<file path="src/rtl/i2c_cond_pkg.sv">
// Shared definitions for the I2C pad-side bus conditioner: recovery state
// encoding, the recovery pulse count and a counter-width helper.
package i2c_cond_pkg;

  typedef enum logic [2:0] {
    REC_IDLE    = 3'd0,
    REC_CLK_LO  = 3'd1,
    REC_CLK_HI  = 3'd2,
    REC_STOP_LO = 3'd3,
    REC_STOP_HI = 3'd4,
    REC_DONE    = 3'd5
  } rec_state_t;

  localparam int RECOVER_PULSES = 9;
  localparam int PULSE_W        = $clog2(RECOVER_PULSES + 1);

  // Width able to hold 0..max_val; a disabled (zero) limit still gets one bit.
  function automatic int cnt_width(input int max_val);
    return (max_val < 1) ? 1 : $clog2(max_val + 1);
  endfunction

endpackage

</file>
<file path="src/rtl/i2c_line_filter.sv">
// Two-flop synchroniser followed by a glitch filter: the filtered level only
// follows the synchronised input after FILTER_CYCLES consecutive disagreements.
module i2c_line_filter
  import i2c_cond_pkg::*;
#(
  parameter int FILTER_CYCLES = 4
) (
  input  logic clk,
  input  logic rst,
  input  logic raw,
  output logic level
);

  localparam int CW = cnt_width(FILTER_CYCLES);

  logic sync1;
  logic sync2;

  // Metastability guard; idles high like the released bus.
  always_ff @(posedge clk or negedge rst) begin
    if (!rst) begin
      sync1 <= 1'b1;
      sync2 <= 1'b1;
    end else begin
      sync1 <= raw;
      sync2 <= sync1;
    end
  end

  generate
    if (FILTER_CYCLES == 0) begin : g_bypass
      assign level = sync2;
    end else begin : g_filter
      localparam logic [CW-1:0] LAST = CW'(FILTER_CYCLES - 1);

      logic [CW-1:0] cnt;
      logic          filt;

      // Count disagreements; flip on the last one, any agreement restarts the count.
      always_ff @(posedge clk or negedge rst) begin
        if (!rst) begin
          cnt  <= '0;
          filt <= 1'b1;
        end else if (sync2 == filt) begin
          cnt <= '0;
        end else if (cnt == LAST) begin
          filt <= sync2;
          cnt  <= '0;
        end else begin
          cnt <= cnt + 1'b1;
        end
      end

      assign level = filt;
    end
  endgenerate

endmodule

</file>
<file path="src/rtl/i2c_bus_conditioner.sv">
// Pad-side stage for i2c_master_wb: filters SCL/SDA, detects START/STOP,
// tracks bus busy, flags a stuck SCL and runs the 9-clock bus recovery.
//
// Recovery FSM
//   state   | meaning
//   IDLE    | master drives the pads
//   CLK_LO  | recovery clock low phase, SDA released
//   CLK_HI  | recovery clock high phase, timer held while a slave stretches
//   STOP_LO | SCL and SDA low ahead of the STOP
//   STOP_HI | SCL released, SDA still low
//   DONE    | SDA released (STOP), one-cycle done pulse
module i2c_bus_conditioner
  import i2c_cond_pkg::*;
#(
  parameter int FILTER_CYCLES   = 4,
  parameter int BUS_FREE_CYCLES = 256,
  parameter int STUCK_CYCLES    = 65535,
  parameter int RECOVER_HALF    = 250
) (
  input  logic clk,
  input  logic rst,
  input  logic scl_pad_i,
  input  logic sda_pad_i,
  output logic scl_pad_oe,
  output logic sda_pad_oe,
  output logic m_scl_i,
  output logic m_sda_i,
  input  logic m_scl_o,
  input  logic m_scl_t,
  input  logic m_sda_o,
  input  logic m_sda_t,
  input  logic recover_req,
  output logic recover_busy,
  output logic recover_done,
  output logic start_det,
  output logic stop_det,
  output logic bus_busy,
  output logic scl_stuck
);

  localparam int FW = cnt_width(BUS_FREE_CYCLES);
  localparam int SW = cnt_width(STUCK_CYCLES);
  localparam int HW = cnt_width(RECOVER_HALF);

  localparam logic [FW-1:0]      FREE_MAX   = FW'(BUS_FREE_CYCLES);
  localparam logic [FW-1:0]      FREE_LAST  = (BUS_FREE_CYCLES == 0) ? '0 : FW'(BUS_FREE_CYCLES - 1);
  localparam logic [SW-1:0]      STUCK_MAX  = SW'(STUCK_CYCLES);
  localparam logic [HW-1:0]      HALF_LOAD  = HW'(RECOVER_HALF - 1);
  localparam logic [PULSE_W-1:0] PULSE_MAX  = PULSE_W'(RECOVER_PULSES);
  localparam logic [PULSE_W-1:0] PULSE_LAST = PULSE_W'(RECOVER_PULSES - 1);

  logic scl_f, sda_f;
  logic scl_q, sda_q;
  logic free_hit;
  logic [FW-1:0]      free_cnt;
  logic [SW-1:0]      stuck_cnt;
  logic [HW-1:0]      half_tmr;
  logic [PULSE_W-1:0] pulse_cnt;
  logic half_tc, half_hold;
  logic rec_scl_low, rec_sda_low;
  rec_state_t state, next_state;

  i2c_line_filter #(.FILTER_CYCLES(FILTER_CYCLES)) u_scl_filter (
    .clk   (clk),
    .rst   (rst),
    .raw   (scl_pad_i),
    .level (scl_f)
  );

  i2c_line_filter #(.FILTER_CYCLES(FILTER_CYCLES)) u_sda_filter (
    .clk   (clk),
    .rst   (rst),
    .raw   (sda_pad_i),
    .level (sda_f)
  );

  assign m_scl_i = scl_f;
  assign m_sda_i = sda_f;

  // Previous filtered levels for edge detection.
  always_ff @(posedge clk or negedge rst) begin
    if (!rst) begin
      scl_q <= 1'b1;
      sda_q <= 1'b1;
    end else begin
      scl_q <= scl_f;
      sda_q <= sda_f;
    end
  end

  // SCL must be high on both sides of the SDA edge, so simultaneous flips are ignored.
  assign start_det = scl_q & scl_f & sda_q & ~sda_f;
  assign stop_det  = scl_q & scl_f & ~sda_q & sda_f;

  // Idle-bus timer: consecutive cycles with both lines high.
  always_ff @(posedge clk or negedge rst) begin
    if (!rst)                  free_cnt <= '0;
    else if (!(scl_f && sda_f)) free_cnt <= '0;
    else if (free_cnt != FREE_MAX) free_cnt <= free_cnt + 1'b1;
  end

  assign free_hit = (BUS_FREE_CYCLES != 0) && scl_f && sda_f && (free_cnt == FREE_LAST);

  // Busy flag; a START in the same cycle as the free timeout keeps the bus busy.
  always_ff @(posedge clk or negedge rst) begin
    if (!rst)                      bus_busy <= 1'b0;
    else if (start_det)            bus_busy <= 1'b1;
    else if (stop_det || free_hit) bus_busy <= 1'b0;
  end

  // SCL-low duration, saturating at the stuck limit.
  always_ff @(posedge clk or negedge rst) begin
    if (!rst)                        stuck_cnt <= '0;
    else if (scl_f)                  stuck_cnt <= '0;
    else if (stuck_cnt != STUCK_MAX) stuck_cnt <= stuck_cnt + 1'b1;
  end

  assign scl_stuck = (STUCK_CYCLES != 0) && (stuck_cnt == STUCK_MAX);

  assign half_tc   = (half_tmr == '0);
  assign half_hold = (state == REC_CLK_HI) && !scl_f;

  // Recovery state register.
  always_ff @(posedge clk or negedge rst) begin
    if (!rst) state <= REC_IDLE;
    else      state <= next_state;
  end

  // Half-period down-counter reloaded on every state change, plus pulse count.
  always_ff @(posedge clk or negedge rst) begin
    if (!rst) begin
      half_tmr  <= '0;
      pulse_cnt <= '0;
    end else begin
      if (next_state != state)        half_tmr <= HALF_LOAD;
      else if (!half_tc && !half_hold) half_tmr <= half_tmr - 1'b1;

      if (state == REC_IDLE) pulse_cnt <= '0;
      else if (state == REC_CLK_HI && next_state != REC_CLK_HI && pulse_cnt != PULSE_MAX)
        pulse_cnt <= pulse_cnt + 1'b1;
    end
  end

  // Recovery next-state; stop clocking once the slave lets SDA go or all pulses are out.
  always_comb begin
    next_state = state;
    case (state)
      REC_IDLE:    if (recover_req) next_state = REC_CLK_LO;
      REC_CLK_LO:  if (half_tc) next_state = REC_CLK_HI;
      REC_CLK_HI: begin
        if (half_tc && !half_hold) begin
          if (sda_f || pulse_cnt == PULSE_LAST) next_state = REC_STOP_LO;
          else                                  next_state = REC_CLK_LO;
        end
      end
      REC_STOP_LO: if (half_tc) next_state = REC_STOP_HI;
      REC_STOP_HI: if (half_tc) next_state = REC_DONE;
      REC_DONE:    next_state = REC_IDLE;
      default:     next_state = REC_IDLE;
    endcase
  end

  // Recovery pad pulls and status.
  always_comb begin
    rec_scl_low  = 1'b0;
    rec_sda_low  = 1'b0;
    recover_busy = 1'b0;
    recover_done = 1'b0;
    case (state)
      REC_CLK_LO: begin
        rec_scl_low  = 1'b1;
        recover_busy = 1'b1;
      end
      REC_CLK_HI:  recover_busy = 1'b1;
      REC_STOP_LO: begin
        rec_scl_low  = 1'b1;
        rec_sda_low  = 1'b1;
        recover_busy = 1'b1;
      end
      REC_STOP_HI: begin
        rec_sda_low  = 1'b1;
        recover_busy = 1'b1;
      end
      REC_DONE:    recover_done = 1'b1;
      default:     ;
    endcase
  end

  assign scl_pad_oe = (state == REC_IDLE) ? (~m_scl_t & ~m_scl_o) : rec_scl_low;
  assign sda_pad_oe = (state == REC_IDLE) ? (~m_sda_t & ~m_sda_o) : rec_sda_low;

endmodule

</file>
<file path="config.mk">
export PLATFORM = sky130hd
export DESIGN_NAME = i2c_bus_conditioner
export DESIGN_NICKNAME = d
export VERILOG_FILES = /design/src/rtl/i2c_cond_pkg.sv /design/src/rtl/i2c_line_filter.sv /design/src/rtl/i2c_bus_conditioner.sv
export SDC_FILE = /design/constraint.sdc
export NUM_CORES = 1
export LEC_CHECK = 0
export ABC_CLOCK_PERIOD_IN_PS = 6000
export BUFFER_PORTS_ARGS = -buffer_cell sky130_fd_sc_hd__buf_2
export CAP_MARGIN = 20
export CORE_UTILIZATION = 64
export DETAILED_ROUTE_END_ITERATION = 8
export GPL_TIMING_DRIVEN = 0
export PLACE_DENSITY = 0.91
export SYNTH_ARGS = -nofsm -noshare
export SYNTH_HDL_FRONTEND = slang
export SYNTH_SLANG_ARGS = --single-unit
</file>
<file path="constraint.sdc">
create_clock -name clk -period 6 [get_ports clk]
set_clock_uncertainty 0.15 [all_clocks]
set_input_delay 0.6 -clock clk [delete_from_list [all_inputs] [get_ports clk]]
set_output_delay 0.6 -clock clk [all_outputs]
set_load 0.005 [all_outputs]
</file>
# ---- Yosys cells after proc, flatten, opt, wreduce, memory -nomap -nowiden
# Cells that the tools add are included.
dict set report word_totals {
  ff_bits 55
  latchBits 0
  ramBits 0
  romBits 0
  in_bits 9
  n_memories 0
}
dict set report classes {
  add_sub_neg 6
  n_mul 0
  n_div 0
  magnitude_cmp 0
  eq_ne 18
  n_shift 0
  muxes 27
  bitwise 15
  n_reduce_logical 23
}
# op n
set op_table {}
lappend op_table {{16-bit two-way mux} 2}
lappend op_table {{3-bit two-way mux} 9}
lappend op_table {{9-bit two-way mux} 2}
lappend op_table {{16-bit by 1-bit adder with 16-bit output (second input constant)} 1}
lappend op_table {{16-bit == test (second input constant)} 1}
lappend op_table {{8-bit two-way mux} 2}
lappend op_table {{16-bit inequality test (second input constant)} 1}
lappend op_table {{3-bit case mux with 5 select lines} 1}
lappend op_table {{3-bit by 2-bit == test with 1-bit output (second input constant)} 4}
lappend op_table {{9-bit by 1-bit adder with 9-bit output (second input constant)} 1}
lappend op_table {{9-bit by 8-bit == test with 1-bit output (second input constant)} 1}
lappend op_table {{9-bit inequality test (second input constant)} 1}
lappend op_table {{8-bit zero test} 1}
lappend op_table {{1-bit two-way mux} 8}
lappend op_table {{4-bit two-way mux} 2}
lappend op_table {{1-bit NOT} 8}
lappend op_table {{2-bit nonzero test} 4}
lappend op_table {{8-bit by 1-bit subtractor with 8-bit output (second input constant)} 1}
lappend op_table {{1-bit AND} 7}
lappend op_table {{1-bit logical AND} 7}
lappend op_table {{3-bit by 1-bit adder with 3-bit output (second input constant)} 2}
lappend op_table {{3-bit == test (second input constant)} 2}
lappend op_table {{4-bit by 1-bit adder with 4-bit output (second input constant)} 1}
lappend op_table {{4-bit == test (second input constant)} 1}
lappend op_table {{13 further kinds} 19}

# ---- Depth between registers and ports, before layout
dict set report logic_depth {
  word_depth 11
  depth_mapped 7
  mapped_depth_nobuf 7
}

# ---- Cells and area by module
# From an unflattened synthesis, not the netlist that was laid out.
dict set report unflattened {
  cells_unflattened 295
  hier_area_um2 2937.8
}
# mod n_inst cells_per_inst area_each_um2 seq_area_each_um2
set by_module_without_submodules {}
lappend by_module_without_submodules {i2c_bus_conditioner 1 269 2497.4 1078.5}
lappend by_module_without_submodules {i2c_line_filter 2 13 220.2 153.9}

# ---- Least setup slack after synthesis
# No wires, ideal clock.
dict set report synth_path {
  path_type {register to output}
  startpoint {register u_scl_filter.g_filter.filt, in the netlist u_scl_filter.level}
  endpoint {output port stop_det}
  arrival_ns 1.281
  path_slack_ns 3.969
  path_stages_with_launch 4
  n_path_buf 1
  cell_sequence {dfstp_2 > clkbuf_1 > nand2_1 > nor3b_1}
}
dict set report synth_between {
  elab_chain_cells 3
}
# element line_no
set synth_rtl {}
lappend synth_rtl {{start, declared} i2c_line_filter.sv:37} ;# logic filt;
lappend synth_rtl {{start signal, assigned} i2c_line_filter.sv:47} ;# filt <= sync2;
lappend synth_rtl {{1-bit AND (3 in series)} i2c_bus_conditioner.sv:93} ;# assign stop_det = scl_q & scl_f & ~sda_q & sda_f;
lappend synth_rtl {{end, declared} i2c_bus_conditioner.sv:36} ;# output logic stop_det,
# Every way passes these cells.

# ---- Worst setup path after layout
# Same ends and word-level chain as after synthesis.

==> impl_metrics.csv <==
group,metric,value,unit
run_status,status,"completed",
logic_synthesis,synth_enable_flop_cells,0,
clock_tree,cts_root_buffer,"clkbuf_8",
logic_synthesis,syn_avg_cell_area,10.1,um^2
grt,grt.busiest_layer,"met2",
route,drt_pass1_iterations,4,
layout,final_cell_mix,"dfrtp_1 (47), nor2_1 (35), nand2_1 (27), buf_2 (19), xnor2_1 (15)",
critical_path,timing_worst_setup_path_type,"reg2out",
logic_synthesis,postSynth.topFlopCell,"dfrtp_1",
logic_synthesis,netlist.top_cell.by_area,"dfrtp_1",
grt,grt_util_met2,0.453,
sta,setup-tns-final,0,ns
sta,final_setup_violation_count,0,
sta,max_freq,335,MHz
placement,pre_cts_slack,3.41,ns
logic_synthesis,post_synth_inst_count,277,
layout,layout_commonest_cell,"dfrtp_1",
critical_path,slowest_delay,0.56,ns
critical_path,cp-start-kind,"register",
route,vias,2056,
die,core-area,0.00409,mm^2
clock_tree,numClockSinks,55,
die,die_width,68.0,um
route,antenna_violating_nets_post_route,0,
clock_tree,cts_made_buffers,5,
grt,grt_pass1_wl,8830,um
route,initialDrtViolationCount,74,
sta,fin_crit,2.98,ns
placement,place_hpwl,3670,um
route,detail_route.drc_violations,0,
grt,globalRouteMet1Util,0.312,
logic_synthesis,async_reset_ff_frac,1.00,
grt,first_global_vias,2059,
sta,slew_violations,0,
clock_tree,clock_tree.htree_level_count,2,
critical_path,cp.required,5.25,ns
pwr,vdd_ir_drop_max,158,uV
hold_path,hold_path.class,"in2async",
sta,final_hold_viol_count,0,
clock_tree,ctsLongestPathBuffers,2,
logic_synthesis,post_synth_main_area_contributors,"dfrtp_1 (42%), dfstp_2 (7.5%), nor2_1 (4.7%), xnor2_1 (4.7%), ha_1 (4.5%)",
job,max_cap_violations,0,
die,pin_count,19,
clock_tree,cts_tree,"built",
pwr,power-per-cell-area,278,mW/mm^2
grt,grt.overflow.total,0,
layout,post-route-util,0.750,
logic_synthesis,synth_seq_area_share,0.497,
sta,max_slew.worst_pin.slew,0.729,ns
die,dieHeight,68.0,um
die,fp-row-count,23,
logic_synthesis,synth_fp_nets,296,
critical_path,timing.critical_path.to_type,"primary output",
sta,grt_setup_unrepaired,"false",
logic_synthesis,synthDistinctLibCells,49,
clock_tree,cts.clk_slew.worst_paths,0.10,ns
layout,final_nets,322,
logic_synthesis,synth_warnings,0,
placement,place.gp.congestion,0.880,
sta,slew_headroom,0.509,
placement,port-buffer-count,18,
route,via_per_inst,5.81,
clock_tree,cts_post_setup_buffers_inserted,0,
route,wl,5120,um
layout,drive_above_1_share,0.164,
logic_synthesis,netlist.area_leader.share,0.421,
critical_path,critPathSlowestCell,"dfstp_2",
critical_path,timing.critical_path.fanout_max,10,
die,die_area,0.00463,mm^2
critical_path,cp.arrival,2.23,ns
clock_tree,clk_latency,0.31,ns
layout,area_growth,9.73,%
sta,finalCritPeriodShare,0.497,
grt,grt_start_max_net_pins,32,
logic_synthesis,synth-seq-cells,55,
layout,antenna_cells,0,
grt,grt_resource_usage_total,0.259,
grt,grt_util_met3,0.0550,
pwr,cellLeakagePower,1.36,nW
critical_path,path_cells,"clkbuf_1 -> nand2_1 -> nor3b_1 -> buf_2",
sta,postLayoutSetupSlackWorst,3.02,ns
die,start_util,0.683,
clock_tree,cts_resized,0,
clock_tree,hold_buffers,0,
route,routed_wire_length_per_instance,14.5,um
grt,grt_antenna_before_repair,0,
logic_synthesis,synth.cell_area,0.00279,mm^2
## worst max-delay path: cells and delay by family (launching register included)
| kind | cells | cell delay [ns] |
|---|---|---|
| simple gates | 2 | 0.77 |
| buf+inv | 2 | 0.58 |
| flops | 1 | 0.56 |
## logic make-up (layout without fill, tap and decap cells)
| logic type | Yosys count | in the layout | synth area share |
|---|---|---|---|
| buffers and inverters | 17 | 44 | 0.0233 |
| adders and majority gates | 10 | 10 | 0.0448 |
| xor gates and xnor gates | 25 | 25 | 0.0784 |
| AOI/OAI and AO/OA | 34 | 34 | 0.0802 |
| DFF | 55 | 55 | 0.497 |
| and+or+nand+nor | 131 | 131 | 0.257 |
| muxes | 5 | 5 | 0.0193 |
## sequential cells by signal, summed over array words and instances, names as in the netlist, 3 cells and up
register                   cells
u_sda_filter.g_filter.cnt      3
stuck_cnt                     16
state                          3
pulse_cnt                      4
free_cnt                       9
u_scl_filter.g_filter.cnt      3
half_tmr                       8
## cells in the mapped netlist (all sizes together), types with 2 or more instances
cell type	n
nor3b	7
nand2b	2
clkbuf	6
a211oi	4
xnor2	15
or4	3
nor2b	6
nand2	27
mux2i	2
and3	6
dfstp	8
or4b	2
nand4	10
inv	10
ha	10
nor4	2
nor2	36
mux2	3
a31o	2
o21ai	9
a21oi	9
nor3	12
nand3b	2
nand3	10
xor2	10
dfrtp	47
## stage by stage
stage	hold slack (ns)	std cells	power [W]	area, um^2
floorplan	0.154	277	0.000577	2790
global placement	0.196	345	0.000629	2940
detailed placement	0.197	346	0.000641	2960
CTS	0.133	354	0.000860	3060
global route	0.156	354	0.000901	3060
finish	0.123	354	0.000853	3060
## area by class of cell
cell class              instances  area, um^2
flip-flops and latches         55        1390
multi-input cells             205        1340
fillers                       279        1020
repair buffers                 19         110
clock buffers                   6        82.6
well taps                      50        62.6
inverters                      10        37.5
plain buffers                   7        27.5
clock inverters                 2        16.3
## where the power goes
group,leakage [nW],internal [W],switching [W]
clock,0.0474,0.0000944,0.000122
sequential,0.700,0.000427,0.0000340
combinational,0.613,0.0000690,0.000107
total,1.36,0.000590,0.000263
## path summary, 6_finish.rpt
path | endpoint | slack (ns) | cells after the start | startpoint
max in group asynchronous | u_scl_filter.sync1$_DFF_PN1_ | 4.95 | 2 | rst
hold reg to reg | u_scl_filter.sync2$_DFF_PN1_ | 0.21 | 0 | u_scl_filter.sync1$_DFF_PN1_
setup reg to reg | free_cnt[2]$_DFFE_PN0P_ | 3.70 | 6 | u_scl_filter.level$_DFFE_PN1P_
min in group clk | u_scl_filter.sync2$_DFF_PN1_ | 0.21 | 0 | u_scl_filter.sync1$_DFF_PN1_
hold / removal | free_cnt[5]$_DFFE_PN0P_ | 0.12 | 1 | rst
setup / recovery | stop_det | 3.02 | 4 | u_scl_filter.level$_DFFE_PN1P_
## per-layer routing
| metal | vias up | part of all wire |
|---|---|---|
| met2 | 44 | 0.50 |
| met5 | - | 0 |
| met3 | 8 | 0.032 |
| met4 | 0 | 0.016 |
| li1 | 1015 | - |
| met1 | 989 | 0.45 |
Note: power is estimated with default switching activity, not from simulation.
